===== config.mk =====
export PLATFORM = sky130hd
export DESIGN_NAME = jtroadf_romarb
export DESIGN_NICKNAME = d
export VERILOG_FILES = /design/src/rtl/jtroadf_romarb.sv
export SDC_FILE = /design/constraint.sdc
export NUM_CORES = 1
export LEC_CHECK = 0
export ABC_AREA = 1
export CORE_MARGIN = 2
export CORE_UTILIZATION = 52
export DETAILED_ROUTE_END_ITERATION = 8
export GPL_TIMING_DRIVEN = 0
export PLACE_DENSITY = 0.8
export SLEW_MARGIN = 40
export SYNTH_ARGS = -nofsm -noshare
export SYNTH_HDL_FRONTEND = slang
export SYNTH_SLANG_ARGS = --single-unit

===== constraint.sdc =====
create_clock -name clk -period 4.5 [get_ports clk]
set_input_delay 0.9 -clock clk [delete_from_list [all_inputs] [get_ports clk]]
set_output_delay 0.9 -clock clk [all_outputs]
set_load 0.005 [all_outputs]

===== src/rtl/jtroadf_romarb.sv =====
// rtl/jtroadf_romarb.sv - three-way ROM arbiter with one-word hit caches onto a shared SDRAM read bank
module jtroadf_romarb #(
  parameter int          MAIN_AW     = 16,
  parameter int          SND_AW      = 13,
  parameter int          PCM_AW      = 16,
  parameter logic [21:0] MAIN_OFFSET = 22'h0,
  parameter logic [21:0] SND_OFFSET  = 22'h0,
  parameter logic [21:0] PCM_OFFSET  = 22'h0
) (
  input  logic               clk,
  input  logic               rst,
  input  logic               downloading,
  input  logic [MAIN_AW-1:0] main_addr,
  input  logic               main_cs,
  output logic [7:0]         main_data,
  output logic               main_ok,
  input  logic [SND_AW-1:0]  snd_addr,
  input  logic               snd_cs,
  output logic [7:0]         snd_data,
  output logic               snd_ok,
  input  logic [PCM_AW-1:0]  pcm_addr,
  input  logic               pcm_cs,
  output logic [7:0]         pcm_data,
  output logic               pcm_ok,
  output logic [21:0]        sdram_addr,
  output logic               sdram_rd,
  input  logic               sdram_ack,
  input  logic               sdram_dst,
  input  logic [15:0]        sdram_din
);

  localparam logic [1:0] ST_IDLE = 2'd0;
  localparam logic [1:0] ST_REQ  = 2'd1;
  localparam logic [1:0] ST_DATA = 2'd2;

  // widest word tag among the three requesters; the in-flight tag is held at this width
  localparam int TW0 = (MAIN_AW > SND_AW) ? MAIN_AW : SND_AW;
  localparam int TW  = ((TW0 > PCM_AW) ? TW0 : PCM_AW) - 1;

  logic [1:0]         st, rr, gnt, sel;
  logic [2:0]         valid, pend;
  logic [MAIN_AW-2:0] main_tag;
  logic [SND_AW-2:0]  snd_tag;
  logic [PCM_AW-2:0]  pcm_tag;
  logic [15:0]        main_word, snd_word, pcm_word;
  logic [TW-1:0]      lat_tag, sel_tag;
  logic [21:0]        sel_addr;
  logic               main_hit, snd_hit, pcm_hit, fill;

  assign main_hit = main_cs & valid[0] & (main_tag == main_addr[MAIN_AW-1:1]);
  assign snd_hit  = snd_cs  & valid[1] & (snd_tag  == snd_addr[SND_AW-1:1]);
  assign pcm_hit  = pcm_cs  & valid[2] & (pcm_tag  == pcm_addr[PCM_AW-1:1]);

  assign main_ok  = main_hit;
  assign snd_ok   = snd_hit;
  assign pcm_ok   = pcm_hit;

  assign main_data = main_addr[0] ? main_word[15:8] : main_word[7:0];
  assign snd_data  = snd_addr[0]  ? snd_word[15:8]  : snd_word[7:0];
  assign pcm_data  = pcm_addr[0]  ? pcm_word[15:8]  : pcm_word[7:0];

  assign pend = {pcm_cs  & ~pcm_hit  & ~downloading,
                 snd_cs  & ~snd_hit  & ~downloading,
                 main_cs & ~main_hit & ~downloading};

  // the word only lands in a cache when the bank delivers it during an active transfer
  assign fill = sdram_dst & ~downloading &
                ((st == ST_DATA) | ((st == ST_REQ) & sdram_ack));

  // round-robin pick: first pending requester at or after the pointer
  always_comb begin
    sel = 2'd0;
    case (rr)
      2'd1:    sel = pend[1] ? 2'd1 : (pend[2] ? 2'd2 : 2'd0);
      2'd2:    sel = pend[2] ? 2'd2 : (pend[0] ? 2'd0 : 2'd1);
      default: sel = pend[0] ? 2'd0 : (pend[1] ? 2'd1 : 2'd2);
    endcase
  end

  // word address and tag of the selected requester
  always_comb begin
    sel_tag  = TW'(main_addr[MAIN_AW-1:1]);
    sel_addr = MAIN_OFFSET + 22'(main_addr[MAIN_AW-1:1]);
    case (sel)
      2'd1: begin
        sel_tag  = TW'(snd_addr[SND_AW-1:1]);
        sel_addr = SND_OFFSET + 22'(snd_addr[SND_AW-1:1]);
      end
      2'd2: begin
        sel_tag  = TW'(pcm_addr[PCM_AW-1:1]);
        sel_addr = PCM_OFFSET + 22'(pcm_addr[PCM_AW-1:1]);
      end
      default: ;
    endcase
  end

  // transaction sequencer: grant, hold the read until accepted, wait for the word
  always_ff @(posedge clk or posedge rst) begin
    if (rst) begin
      st         <= ST_IDLE;
      rr         <= 2'd0;
      gnt        <= 2'd0;
      lat_tag    <= '0;
      sdram_addr <= 22'd0;
      sdram_rd   <= 1'b0;
    end else begin
      case (st)
        ST_IDLE: if (|pend) begin
          gnt        <= sel;
          rr         <= (sel == 2'd2) ? 2'd0 : sel + 2'd1;
          lat_tag    <= sel_tag;
          sdram_addr <= sel_addr;
          sdram_rd   <= 1'b1;
          st         <= ST_REQ;
        end
        ST_REQ: if (sdram_ack) begin
          sdram_rd <= 1'b0;
          st       <= sdram_dst ? ST_IDLE : ST_DATA;
        end
        ST_DATA: if (sdram_dst) st <= ST_IDLE;
        default: st <= ST_IDLE;
      endcase
    end
  end

  // cache fill for the granted requester; a download wipes every entry
  always_ff @(posedge clk or posedge rst) begin
    if (rst) begin
      valid     <= 3'b000;
      main_tag  <= '0;
      snd_tag   <= '0;
      pcm_tag   <= '0;
      main_word <= 16'd0;
      snd_word  <= 16'd0;
      pcm_word  <= 16'd0;
    end else begin
      if (fill) begin
        case (gnt)
          2'd1: begin
            snd_word <= sdram_din;
            snd_tag  <= lat_tag[SND_AW-2:0];
            valid[1] <= 1'b1;
          end
          2'd2: begin
            pcm_word <= sdram_din;
            pcm_tag  <= lat_tag[PCM_AW-2:0];
            valid[2] <= 1'b1;
          end
          default: begin
            main_word <= sdram_din;
            main_tag  <= lat_tag[MAIN_AW-2:0];
            valid[0]  <= 1'b1;
          end
        endcase
      end
      if (downloading) valid <= 3'b000;
    end
  end

endmodule

* Word level (Yosys, flattened, before mapping) *
Cells that the tools add are included.

storage, ports and cells
  bits in registers = 137
  logic and storage cells = 94
  output and inout port bits = 50

cells by class
  equality and inequality tests = 15
  reductions and logical operators = 16
  mux-type cells = 26
  bitwise operators = 21
  add/sub/neg operators = 1

operators with widths
  cell                   number
  $pmux W15 S2           2
  $eq A15 B15 Y1         2
  $mux W8                3
  $mux W2                10
  $and A1 B1 Y1          15
  $reduce_and A2 Y1      7
  $eq A12 B12 Y1         1
  $eq A2 B1 Y1 const B   4
  $eq A2 B2 Y1 const B   4
  $reduce_bool A2 Y1     4
  $mux W1                6
  $mux W3                2
  $ne A2 B2 Y1 const B   3
  $pmux W2 S3            1
  $reduce_and A3 Y1      2
  $not A1 Y1             5
  $pmux W2 S2            1
  $reduce_or A3 Y1       1
  $add A2 B1 Y2 const B  1
  $logic_not A2 Y1       1
  $ne A2 B1 Y1 const B   1
  $pmux W1 S2            1
  $reduce_or A2 Y1       1
  $or A1 B1 Y1           1

* Depth between registers and ports, before layout *
Gate-level depths: netlist of the first run.

  depth in word-level cells = 10
  mapped depth = 19
  depth with buffers taken out = 19

* Least setup slack after synthesis of the first run *
No wires, ideal clock.

  path kind = input-to-reg
  from = input port main_addr[4]
  to = register sdram_addr[3]
  library setup time = 0.118 ns
  data arrival time = 2.791 ns
  setup slack = 1.590 ns
  stages on the path = 19
  cell sequence = inv_1 -> nand2_1 -> nand2_1 -> nor2_1 -> nand2_1 -> nor2_1 -> nand2_1 -> nand2_2 -> nand3_1 -> nand2_1 -> nand2_1 -> nand2_1 -> inv_1 -> ha_1 -> nand2_1 -> clkbuf_1 -> o221ai_1 -> nand2_2 -> o21ai_2

on the way
  longest elaborated chain between the ends = 10
  elaborated cells on any way between the ends = 14
  those cells by class = eq/ne (3); mux (5); bitwise (4); reduce/logical (2)

RTL lines
  what                                          line  source
  from (decl)                                   13    input logic [MAIN_AW-1:0] main_addr,
  $eq A15 B15 Y1 (*)                            50    assign main_hit = main_cs & valid[0] & (main_tag == main_addr[MAIN_AW-1:1]);
  $and A1 B1 Y1 (*)                             50
  $not A1 Y1 (*)                                64    main_cs & ~main_hit & ~downloading};
  $and A1 B1 Y1 (*) (2 in series)               64
  $mux W1                                       75    2'd2: sel = pend[2] ? 2'd2 : (pend[0] ? 2'd0 : 2'd1);
  $mux W2                                       75
  $pmux W2 S2 (*)                               73    case (rr)
  net sel[0]                                    40    logic [1:0] st, rr, gnt, sel;
  $eq A2 B2 Y1 or $eq A2 B1 Y1 (tied branches)  84    case (sel)
  $pmux W15 S2 (*)                              84
  to (signal assigned)                          112   sdram_addr <= sel_addr;
  to (decl)                                     25    output logic [21:0] sdram_addr,

The timed path passes the listed nets; every way through them passes the cells marked *.
A chain may end at the register's enable or synchronous reset.

* Worst setup path in the final report of the first run *
  from = input port pcm_addr[1]
  to = register sdram_addr[2]

on the way
  elaborated cells on any way between the ends = 14
  those cells by class = eq/ne (3); mux (5); bitwise (4); reduce/logical (2)

RTL lines
  what                                          line  source
  from (decl)                                   21    input logic [PCM_AW-1:0] pcm_addr,
  $eq A15 B15 Y1 (*)                            52    assign pcm_hit = pcm_cs & valid[2] & (pcm_tag == pcm_addr[PCM_AW-1:1]);
  $and A1 B1 Y1 (*)                             52
  $not A1 Y1 (*)                                62    assign pend = {pcm_cs & ~pcm_hit & ~downloading,
  $and A1 B1 Y1 (*) (2 in series)               62
  $mux W2 (*)                                   75
  $pmux W2 S2 (*)                               73
  net sel[0]                                    40
  $eq A2 B2 Y1 or $eq A2 B1 Y1 (tied branches)  84
  $pmux W15 S2 (*)                              84

Marks and branches as above.

==> results of run 1 <==
==> registers in the layout (all words and copies together), names as in the netlist <==
signal,flops
main_word,16
pcm_word,16
snd_word,16
main_tag,15
pcm_tag,15
sdram_addr,15
snd_tag,12
valid,3
gnt,2
rr,2
st,2
sdram_rd,1
==> metrics by stage <==
stage	std cells	hold WS (ns)	utilization	setup slack, ns	area (um^2)
floorplan	762	0.448	-	0.556	6030
global placement	1013	0.460	0.644	-1.09	7290
detailed placement	1014	0.469	0.647	0.338	7320
CTS	1042	0.482	0.697	0.698	7890
global route	1042	0.499	0.697	0.397	7890
finish	1042	0.480	0.697	0.600	7890
==> power by group through the flow <==
stage	logic [uW]	clock network [uW]	registers, uW
2_1_floorplan	1100	0	1660
3_3_place_gp	1740	0	1710
3_5_place_dp	1780	0	1730
4_1_cts	1820	1290	1720
5_1_grt	2020	1350	1770
6_report	1820	1290	1730
==> synthesized netlist by cell type (all sizes together) <==
master	n	area, um^2
o22ai	3	18.8
conb	1	3.75
xnor2	3	26.3
ha	8	100
nand4	5	31.3
xor2	1	8.76
and3	1	6.26
dfrtp	115	2880
nor4	2	12.5
buf	13	101
nor4b	1	8.76
nor2	42	160
o21ai	115	639
nor3	3	20.0
inv	121	457
mux2	24	270
o221ai	12	105
clkinv	2	7.51
o211ai	1	7.51
nand3	14	82.6
clkbuf	20	75.1
nand2	249	985
==> cell type report <==
cell class	instances	area, um^2	share of cell area
Timing Repair Buffer	109	1110	0.141
Tap cell	143	179	0.0227
Clock inverter	6	80.1	0.0102
Sequential cell	115	2880	0.365
Clock buffer	22	484	0.0614
Multi-Input combinational cell	491	2510	0.318
Inverter	123	472	0.0598
Buffer	33	176	0.0224
==> cells by family after synthesis <==
logic type	Yosys count	share of synthesized area
AOI/OAI and AO/OA	131	0.128
xor gates and xnor gates	4	0.00584
adders and majority gates	8	0.0167
buffers and inverters	156	0.107
DFF	115	0.479
muxes	24	0.0450
other	1	0.000625
and+or+nand+nor	317	0.218
==> layer usage <==
layer	up-vias	track usage	wire length (um)
met1	2597	0.387	7600
li1	2633	-	-
met3	49	0.0713	1400
met4	0	0.100	553
met2	272	0.493	8380
met5	-	0	0
==> path summary, 6_finish.rpt <==
path / cells past startpoint / to / slack [ns] / startpoint
setup reg to reg: 19 / sdram_addr[2]$_DFFE_PP0P_ / 1.27 / main_tag[3]$_DFFE_PP0P_
hold / removal: 2 / pcm_word[4]$_DFFE_PP0P_ / 0.48 / pcm_word[4]$_DFFE_PP0P_
max in group asynchronous: 3 / sdram_addr[11]$_DFFE_PP0P_ / 2.96 / rst
hold reg to reg: 2 / pcm_word[4]$_DFFE_PP0P_ / 0.48 / pcm_word[4]$_DFFE_PP0P_
setup / recovery: 20 / sdram_addr[2]$_DFFE_PP0P_ / 0.60 / pcm_addr[1]
min in group asynchronous: 2 / pcm_word[13]$_DFFE_PP0P_ / 0.91 / rst
==> tightest hold or removal path, stage by stage (launching register included) <==
cell and delay (ns):
dfrtp_1 0.34, nand2_1 0.05, o21ai_0 0.06
==> layout by cell type (no fill, tap or decap), drive strengths merged <==
master           n
nand3           14
xor2             1
o22ai            3
buf             14
nor4             2
ha               8
nor3             3
nand4            5
dfrtp          115
nand2          249
o21ai          115
nor4b            1
clkinv           6
bufinv           2
and3             1
conb             7
clkdlybuf4s50  108
mux2            24
inv            121
xnor2            3
nor2            42
o211ai           1
clkbuf          42
o221ai          12
==> impl_metrics.py, run 1 <==
metrics = {
    "status": {
        "status": "complete, no violations",
    },
    "setup_path": {
        "cp.arrival_ns": 4.20,
        "cp_slowest_stage_delay_ns": 0.54,
        "cp_max_fo": 10,
        "path_buf_inv": 4,
        "cp_top_family": "simple AND/OR/NAND/NOR gates",
        "critPathRequiredTime_ns": 4.80,
        "startpoint_type": "input pin",
        "worst_path_max_delay_cell": "clkdlybuf4s50_1",
        "crit_chain": "clkdlybuf4s50_1 > inv_1 > nand2_1 > nand2_1 > nor2_1 > nand2_1 > nor2_1 > nand2_1 > nand2_2 > nand3_1 > nand2_1 > nand2_1 > nand2_1 > inv_1 > ha_1 > nand2_1 > clkbuf_1 > o221ai_1 > nand2_2 > o21ai_2",
        "path_common_cell": "nand2_1",
        "end_kind": "flip-flop",
        "worst-setup-path-type": "input pin to flip-flop",
    },
    "timing": {
        "max_slew.worst_pin.slew_ns": 0.653,
        "rsz0062_at_grt": "no",
        "slew_headroom": 0.564,
        "tns_ns": 0,
        "setup-violations-final": 0,
        "fmax_mhz": 256,
        "fin_skew_ns": 0.00772,
        "period_minus_slack_ns": 3.90,
        "report.final.slew_viol_count": 0,
        "hold_viol_final": 0,
        "fin_crit_sh": 0.867,
    },
    "cts": {
        "cts_setup_buffers": 0,
        "cts.clk_slew.worst_paths_ns": 0.05,
        "post_cts_resized": 0,
        "cts_tree": "yes",
        "clk_path_buf_depth": 2,
        "cts_sinks": 115,
        "clkLatencyLatePin_ns": 0.41,
        "clockRootBuffer": "clkbuf_16",
        "cts_made_buffers": 17,
        "htreeDepth": 4,
        "postCtsHoldBufs": 0,
    },
    "floorplanning": {
        "die_h_um": 111,
        "num_rows": 39,
        "start_util": 0.530,
        "dieArea_um2": 12400,
        "coreArea_um2": 11300,
        "ios": 119,
        "die_w_um": 111,
    },
    "finish": {
        "antennaDiodeCount": 0,
        "n_fill_cell": 914,
        "layout-drive-gt1-share": 0.117,
        "area_delta_synth_final_pct": 31.3,
        "fin_nets": 967,
    },
    "synth": {
        "synth_seq_cells": 115,
        "ys_seq_area_frac": 0.479,
        "synth_cell_types": 33,
        "syn_area_um2": 6000,
        "avgSynthCellArea_um2": 7.94,
        "synthCells": 756,
        "yosys_warnings": 0,
    },
    "detailed_routing": {
        "drcViolationCount": 0,
        "first_pass_iters": 5,
        "wl_per_cell_um": 17.2,
        "drt_wl_total_um": 17900,
        "vias": 5551,
        "drt_iter0_drc": 542,
        "drtAntennaViolNets": 0,
        "drt-vias-per-instance": 5.33,
    },
    "placed_design": {
        "gp_congestion": 0.932,
        "dpl.hpwl_um": 12700,
        "port_buffers": 108,
    },
    "power_and_ir_drop": {
        "power.switching_uw": 1720,
        "p_per_area_nw_per_um2": 615,
        "ir_drop_mv": 0.353,
        "pwr-share-comb": 0.376,
        "power.leakage_uw": 0.00390,
        "power_frac_clock": 0.267,
        "swShare": 0.354,
        "seq_power_share": 0.357,
        "power.internal_uw": 3130,
        "totalPowerFinal_uw": 4850,
    },
    "flow_run": {
        "cap_violations": 0,
    },
    "global_routing": {
        "grt_max_degree": 61,
        "grt_pass1_wl_um": 28700,
        "grt_util_all_layers": 0.297,
        "antenna_found_initial": 0,
        "grt-ovfl-total": 0,
        "grt_pass1_vias": 5573,
    },
    "worst_hold_path": {
        "hold_path_class": "flip-flop to flip-flop",
    },
}
No activity file was read; power rests on OpenSTA's default activity.
==> inputs of run 2 (changes only) <==
--- a/config.mk
+++ b/config.mk
@@ -8,6 +8,7 @@
 export ABC_AREA = 1
 export CORE_MARGIN = 2
 export CORE_UTILIZATION = 52
+export CTS_BUF_LIST = sky130_fd_sc_hd__clkbuf_16
 export DETAILED_ROUTE_END_ITERATION = 8
 export GPL_TIMING_DRIVEN = 0
 export PLACE_DENSITY = 0.8
==> impl_metrics.py, run 2 (synthesis gave the netlist of run 1 again) <==
metrics = {
    "detailed_routing": {
        "vias": 5540,
        "drt-vias-per-instance": 5.32,
        "wl_per_cell_um": 17.1,
        "drtAntennaViolNets": 0,
        "drcViolationCount": 0,
        "first_pass_iters": 5,
        "drt_iter0_drc": 542,
        "drt_wl_total_um": 17800,
    },
    "setup_path": {
        "reg2regPathDepth": 19,
        "startpoint_type": "input pin",
        "worst-setup-path-type": "input pin to flip-flop",
        "timing.rr.start": "main_tag[3]$_DFFE_PP0P_",
        "cp_max_fo": 10,
        "end_kind": "flip-flop",
        "reg2reg_to": "sdram_addr[2]$_DFFE_PP0P_",
        "rrSetupSlack_ns": 1.30,
        "critPathRequiredTime_ns": 4.80,
        "cp.arrival_ns": 4.20,
    },
    "floorplanning": {
        "ios": 119,
        "dieArea_um2": 12400,
        "start_util": 0.530,
        "coreArea_um2": 11300,
        "num_rows": 39,
        "die_h_um": 111,
        "die_w_um": 111,
    },
    "finish": {
        "reg_top3": "main_word: 16 flops, pcm_word: 16 flops, snd_word: 16 flops",
        "final_cell_mix": "nand2_1, inv_1, dfrtp_1, clkdlybuf4s50_1, o21ai_0",
        "fin_area_um2": 7850,
        "layout-drive-gt1-share": 0.112,
        "layout_commonest_cell": "nand2_1",
        "antennaDiodeCount": 0,
        "area_delta_synth_final_pct": 30.7,
        "utilization": 0.693,
        "final_cells": 1042,
        "fin_nets": 967,
        "n_fill_cell": 913,
    },
    "global_routing": {
        "grt_pass1_vias": 5531,
        "antenna_found_initial": 0,
        "grt_pass1_wl_um": 28400,
        "grt-ovfl-total": 0,
        "grt_util_all_layers": 0.295,
        "grt_max_degree": 61,
    },
    "timing": {
        "fin_crit_sh": 0.867,
        "hold_viol_final": 0,
        "rsz0062_at_grt": "no",
        "period_minus_slack_ns": 3.90,
        "report.final.slew_viol_count": 0,
        "fin_skew_ns": 0.00919,
        "fmax_mhz": 256,
        "max_slew.worst_pin.slew_ns": 0.640,
        "setup-violations-final": 0,
        "holdWs_ns": 0.478,
        "slew_headroom": 0.573,
    },
    "worst_hold_path": {
        "hold_path_class": "flip-flop to flip-flop",
        "worstHoldPathCells": 2,
        "min_from": "pcm_word[9]$_DFFE_PP0P_",
        "min_to": "pcm_word[9]$_DFFE_PP0P_",
    },
    "status": {
        "status": "complete, no violations",
    },
    "power_and_ir_drop": {
        "totalPowerFinal_uw": 4770,
        "p_per_area_nw_per_um2": 608,
        "power.leakage_uw": 0.00388,
        "ir_drop_mv": 0.353,
    },
    "cts": {
        "clk_path_buf_depth": 2,
        "cts_sinks": 115,
        "htreeDepth": 4,
        "post_cts_resized": 0,
        "clockRootBuffer": "clkbuf_16",
        "cts_made_buffers": 17,
        "postCtsHoldBufs": 0,
        "cts.clk_slew.worst_paths_ns": 0.05,
        "clkLatencyLatePin_ns": 0.41,
        "cts_tree": "yes",
        "cts_setup_buffers": 0,
    },
    "placed_design": {
        "dpl.cell_count": 1014,
        "port_buffers": 108,
        "gp_congestion": 0.932,
        "dpl.hpwl_um": 12700,
        "dpl-instance-area_um2": 7320,
    },
    "flow_run": {
        "cap_violations": 0,
    },
}
run 2: cell count changes in the layout (fill, tap and decap cells not counted):
| cell | delta |
|---|---|
| clkbuf_8 | -4 |
| clkinv_1 | +4 |
| clkbuf_1 | -1 |
| inv_1 | +1 |
run 2: worst max-delay path by stage:
stage                startpoint  slack (ns)  cells after the start                   endpoint
floorplan                   rst        0.56                      1         gnt[0]$_DFFE_PP0P_
global placement            rst       -1.09                      2          st[0]$_DFFE_PP0P_
detailed placement  pcm_addr[1]        0.34                     20  sdram_addr[2]$_DFFE_PP0P_
CTS                 pcm_addr[1]        0.71                     20  sdram_addr[3]$_DFFE_PP0P_
global route        pcm_addr[1]        0.38                     20  sdram_addr[3]$_DFFE_PP0P_
finish              pcm_addr[1]        0.60                     20  sdram_addr[2]$_DFFE_PP0P_
run 2: report_power, final:
| part | switching [uW] | internal, uW | leakage [uW] |
|---|---|---|---|
| Sequential | 282 | 1450 | 0.00151 |
| Clock | 437 | 784 | 0.000265 |
| Combinational | 992 | 828 | 0.00211 |
| Total | 1710 | 3060 | 0.00388 |
run 2: worst max-delay path, stage by stage:
cell,delay [ns]
clkdlybuf4s50_1,0.55
inv_1,0.11
nand2_1,0.11
nand2_1,0.06
nor2_1,0.10
nand2_1,0.06
nor2_1,0.08
nand2_1,0.14
nand2_2,0.14
nand3_1,0.08
nand2_1,0.06
nand2_1,0.04
nand2_1,0.14
inv_1,0.09
ha_1,0.35
nand2_1,0.25
clkbuf_1,0.52
o221ai_1,0.24
nand2_2,0.12
o21ai_2,0.05
run 2: area by class of cell:
class                           instances  area, um^2  share of cell area
Multi-Input combinational cell        491        2510               0.320
Buffer                                 33         176              0.0225
Clock buffer                           17         425              0.0542
Clock inverter                         11        98.8              0.0126
Timing Repair Buffer                  109        1110               0.141
Sequential cell                       115        2880               0.367
Tap cell                              143         179              0.0228
Inverter                              123         472              0.0601
run 2: per-layer routing:
layer / GRT usage / routed length [um] / vias to the layer above
met2: 0.490 / 8390 / 250
met5: 0 / 0 / -
li1: - / - / 2630
met1: 0.388 / 7670 / 2621
met3: 0.0642 / 1350 / 39
met4: 0.101 / 423 / 0
run 2: metrics by stage:
step	TNS, ns	worst slack [ns]
after global placement	-124.28	-1.09
after floorplan	0	0.556
after detailed placement	0	0.338
after CTS	0	0.712
after global routing	0	0.384
final	0	0.598
==> inputs of run 3 (changes only) <==
--- a/config.mk
+++ b/config.mk
@@ -11,8 +11,8 @@
 export CTS_BUF_LIST = sky130_fd_sc_hd__clkbuf_16
 export DETAILED_ROUTE_END_ITERATION = 8
 export GPL_TIMING_DRIVEN = 0
-export PLACE_DENSITY = 0.8
-export SLEW_MARGIN = 40
+export PLACE_DENSITY = 0.86
+export SLEW_MARGIN = 10
 export SYNTH_ARGS = -nofsm -noshare
 export SYNTH_HDL_FRONTEND = slang
 export SYNTH_SLANG_ARGS = --single-unit
==> impl_metrics.py, run 3 (synthesis gave the netlist of run 1 again) <==
metrics = {
    "setup_path": {
        "cp_top_family": "simple AND/OR/NAND/NOR gates",
        "end_kind": "flip-flop",
        "cp_slowest_stage_delay_ns": 0.53,
        "startpoint_type": "input pin",
        "cp_max_fo": 10,
        "path_buf_inv": 3,
        "path_common_cell": "nand2_1",
        "crit_chain": "clkdlybuf4s50_1 > nor2_1 > nor3_1 > nand2_1 > nor2_2 > nand2_2 > nand2_4 > nand2_1 > nand2_1 > nand2_1 > nand2_1 > inv_1 > ha_1 > nand2_1 > clkbuf_1 > o221ai_1 > nand2_2 > o21ai_2",
        "critPathRequiredTime_ns": 4.80,
        "cp.arrival_ns": 4.15,
        "worst_path_max_delay_cell": "clkdlybuf4s50_1",
        "worst-setup-path-type": "input pin to flip-flop",
    },
    "placed_design": {
        "port_buffers": 108,
        "dpl.hpwl_um": 12500,
        "dpl.cell_count": 1014,
        "dpl-instance-area_um2": 7320,
        "gp_congestion": 0.918,
    },
    "detailed_routing": {
        "drtAntennaViolNets": 0,
        "first_pass_iters": 6,
        "wl_per_cell_um": 17.0,
        "drt_wl_total_um": 17700,
        "drt_iter0_drc": 448,
        "vias": 5659,
        "drcViolationCount": 0,
        "drt-vias-per-instance": 5.41,
    },
    "timing": {
        "fmax_mhz": 260,
        "report.final.slew_viol_count": 0,
        "rsz0062_at_grt": "no",
        "setup-violations-final": 0,
        "fin_skew_ns": 0.0103,
        "slew_headroom": 0.588,
        "max_slew.worst_pin.slew_ns": 0.617,
        "hold_viol_final": 0,
        "fin_crit_sh": 0.856,
        "period_minus_slack_ns": 3.85,
        "holdWs_ns": 0.482,
    },
    "global_routing": {
        "grt_pass1_wl_um": 28400,
        "grt_max_degree": 80,
        "grt_util_all_layers": 0.294,
        "grt-ovfl-total": 0,
        "grt_pass1_vias": 5545,
        "antenna_found_initial": 0,
    },
    "flow_run": {
        "cap_violations": 0,
    },
    "cts": {
        "clk_path_buf_depth": 2,
        "clkLatencyLatePin_ns": 0.41,
        "post_cts_resized": 0,
        "cts_sinks": 115,
        "cts_tree": "yes",
        "htreeDepth": 4,
        "postCtsHoldBufs": 0,
        "cts_made_buffers": 17,
        "cts_setup_buffers": 0,
        "cts.clk_slew.worst_paths_ns": 0.05,
        "clockRootBuffer": "clkbuf_16",
    },
    "floorplanning": {
        "dieArea_um2": 12400,
        "die_h_um": 111,
        "ios": 119,
        "die_w_um": 111,
        "num_rows": 39,
        "start_util": 0.530,
        "coreArea_um2": 11300,
    },
    "power_and_ir_drop": {
        "power.leakage_uw": 0.00393,
        "p_per_area_nw_per_um2": 626,
        "ir_drop_mv": 0.348,
    },
    "worst_hold_path": {
        "hold_path_class": "flip-flop to flip-flop",
    },
    "finish": {
        "fin_nets": 967,
        "layout_commonest_cell": "nand2_1",
        "final_cell_mix": "nand2_1, inv_1, dfrtp_1, clkdlybuf4s50_1, o21ai_0",
        "final_cells": 1046,
        "antennaDiodeCount": 0,
        "n_fill_cell": 907,
        "layout-drive-gt1-share": 0.114,
        "area_delta_synth_final_pct": 32.3,
        "utilization": 0.702,
        "fin_area_um2": 7940,
        "reg_top3": "main_word: 16 flops, pcm_word: 16 flops, snd_word: 16 flops",
    },
    "status": {
        "status": "complete, no violations",
    },
}
[run 3: where the power goes]
group | internal, uW | switching [uW]
sequential | 1450 | 275
clock | 966 | 463
combinational | 828 | 990
total | 3240 | 1730
[run 3: final timing paths]
path / from / depth (start not counted) / slack, ns / to
worst max-delay path: snd_addr[10] / 18 / 0.65 / sdram_addr[4]$_DFFE_PP0P_
worst min-delay path: pcm_word[9]$_DFFE_PP0P_ / 2 / 0.48 / pcm_word[9]$_DFFE_PP0P_
worst max register to register: snd_tag[9]$_DFFE_PP0P_ / 18 / 1.24 / sdram_addr[4]$_DFFE_PP0P_
worst min register to register: pcm_word[9]$_DFFE_PP0P_ / 2 / 0.48 / pcm_word[9]$_DFFE_PP0P_
max in group asynchronous: rst / 3 / 2.97 / gnt[0]$_DFFE_PP0P_
min in group asynchronous: rst / 2 / 0.85 / main_word[13]$_DFFE_PP0P_
[run 3: worst min-delay path: stages, from the launching register on]
cell and delay [ns]:
dfrtp_1 0.34, nand2_1 0.05, o21ai_0 0.06
[run 3: area by class of cell]
type                            count  area, um^2  share of cell area
Sequential cell                   115        2880               0.362
Multi-Input combinational cell    491        2510               0.316
Timing Repair Buffer              109        1110               0.140
Inverter                          123         469              0.0591
Clock buffer                       17         425              0.0536
Clock inverter                     15         198              0.0249
Tap cell                          143         179              0.0225
Buffer                             33         176              0.0222
[run 3: per-stage QoR]
stage,power [uW],setup slack (ns),TNS [ns]
after floorplan,2760,0.556,0
after global placement,3440,-1.06,-121.26
after detailed placement,3500,0.420,0
after CTS,4950,0.764,0
after global routing,5270,0.511,0
final,4970,0.649,0
[run 3: metal layers]
metal / global-route usage / part of all wire / wire length [um]
met2: 0.459 / 0.46 / 8230
met1: 0.379 / 0.40 / 7010
met3: 0.0757 / 0.099 / 1770
met5: 0 / 0 / 0
met4: 0.158 / 0.042 / 738
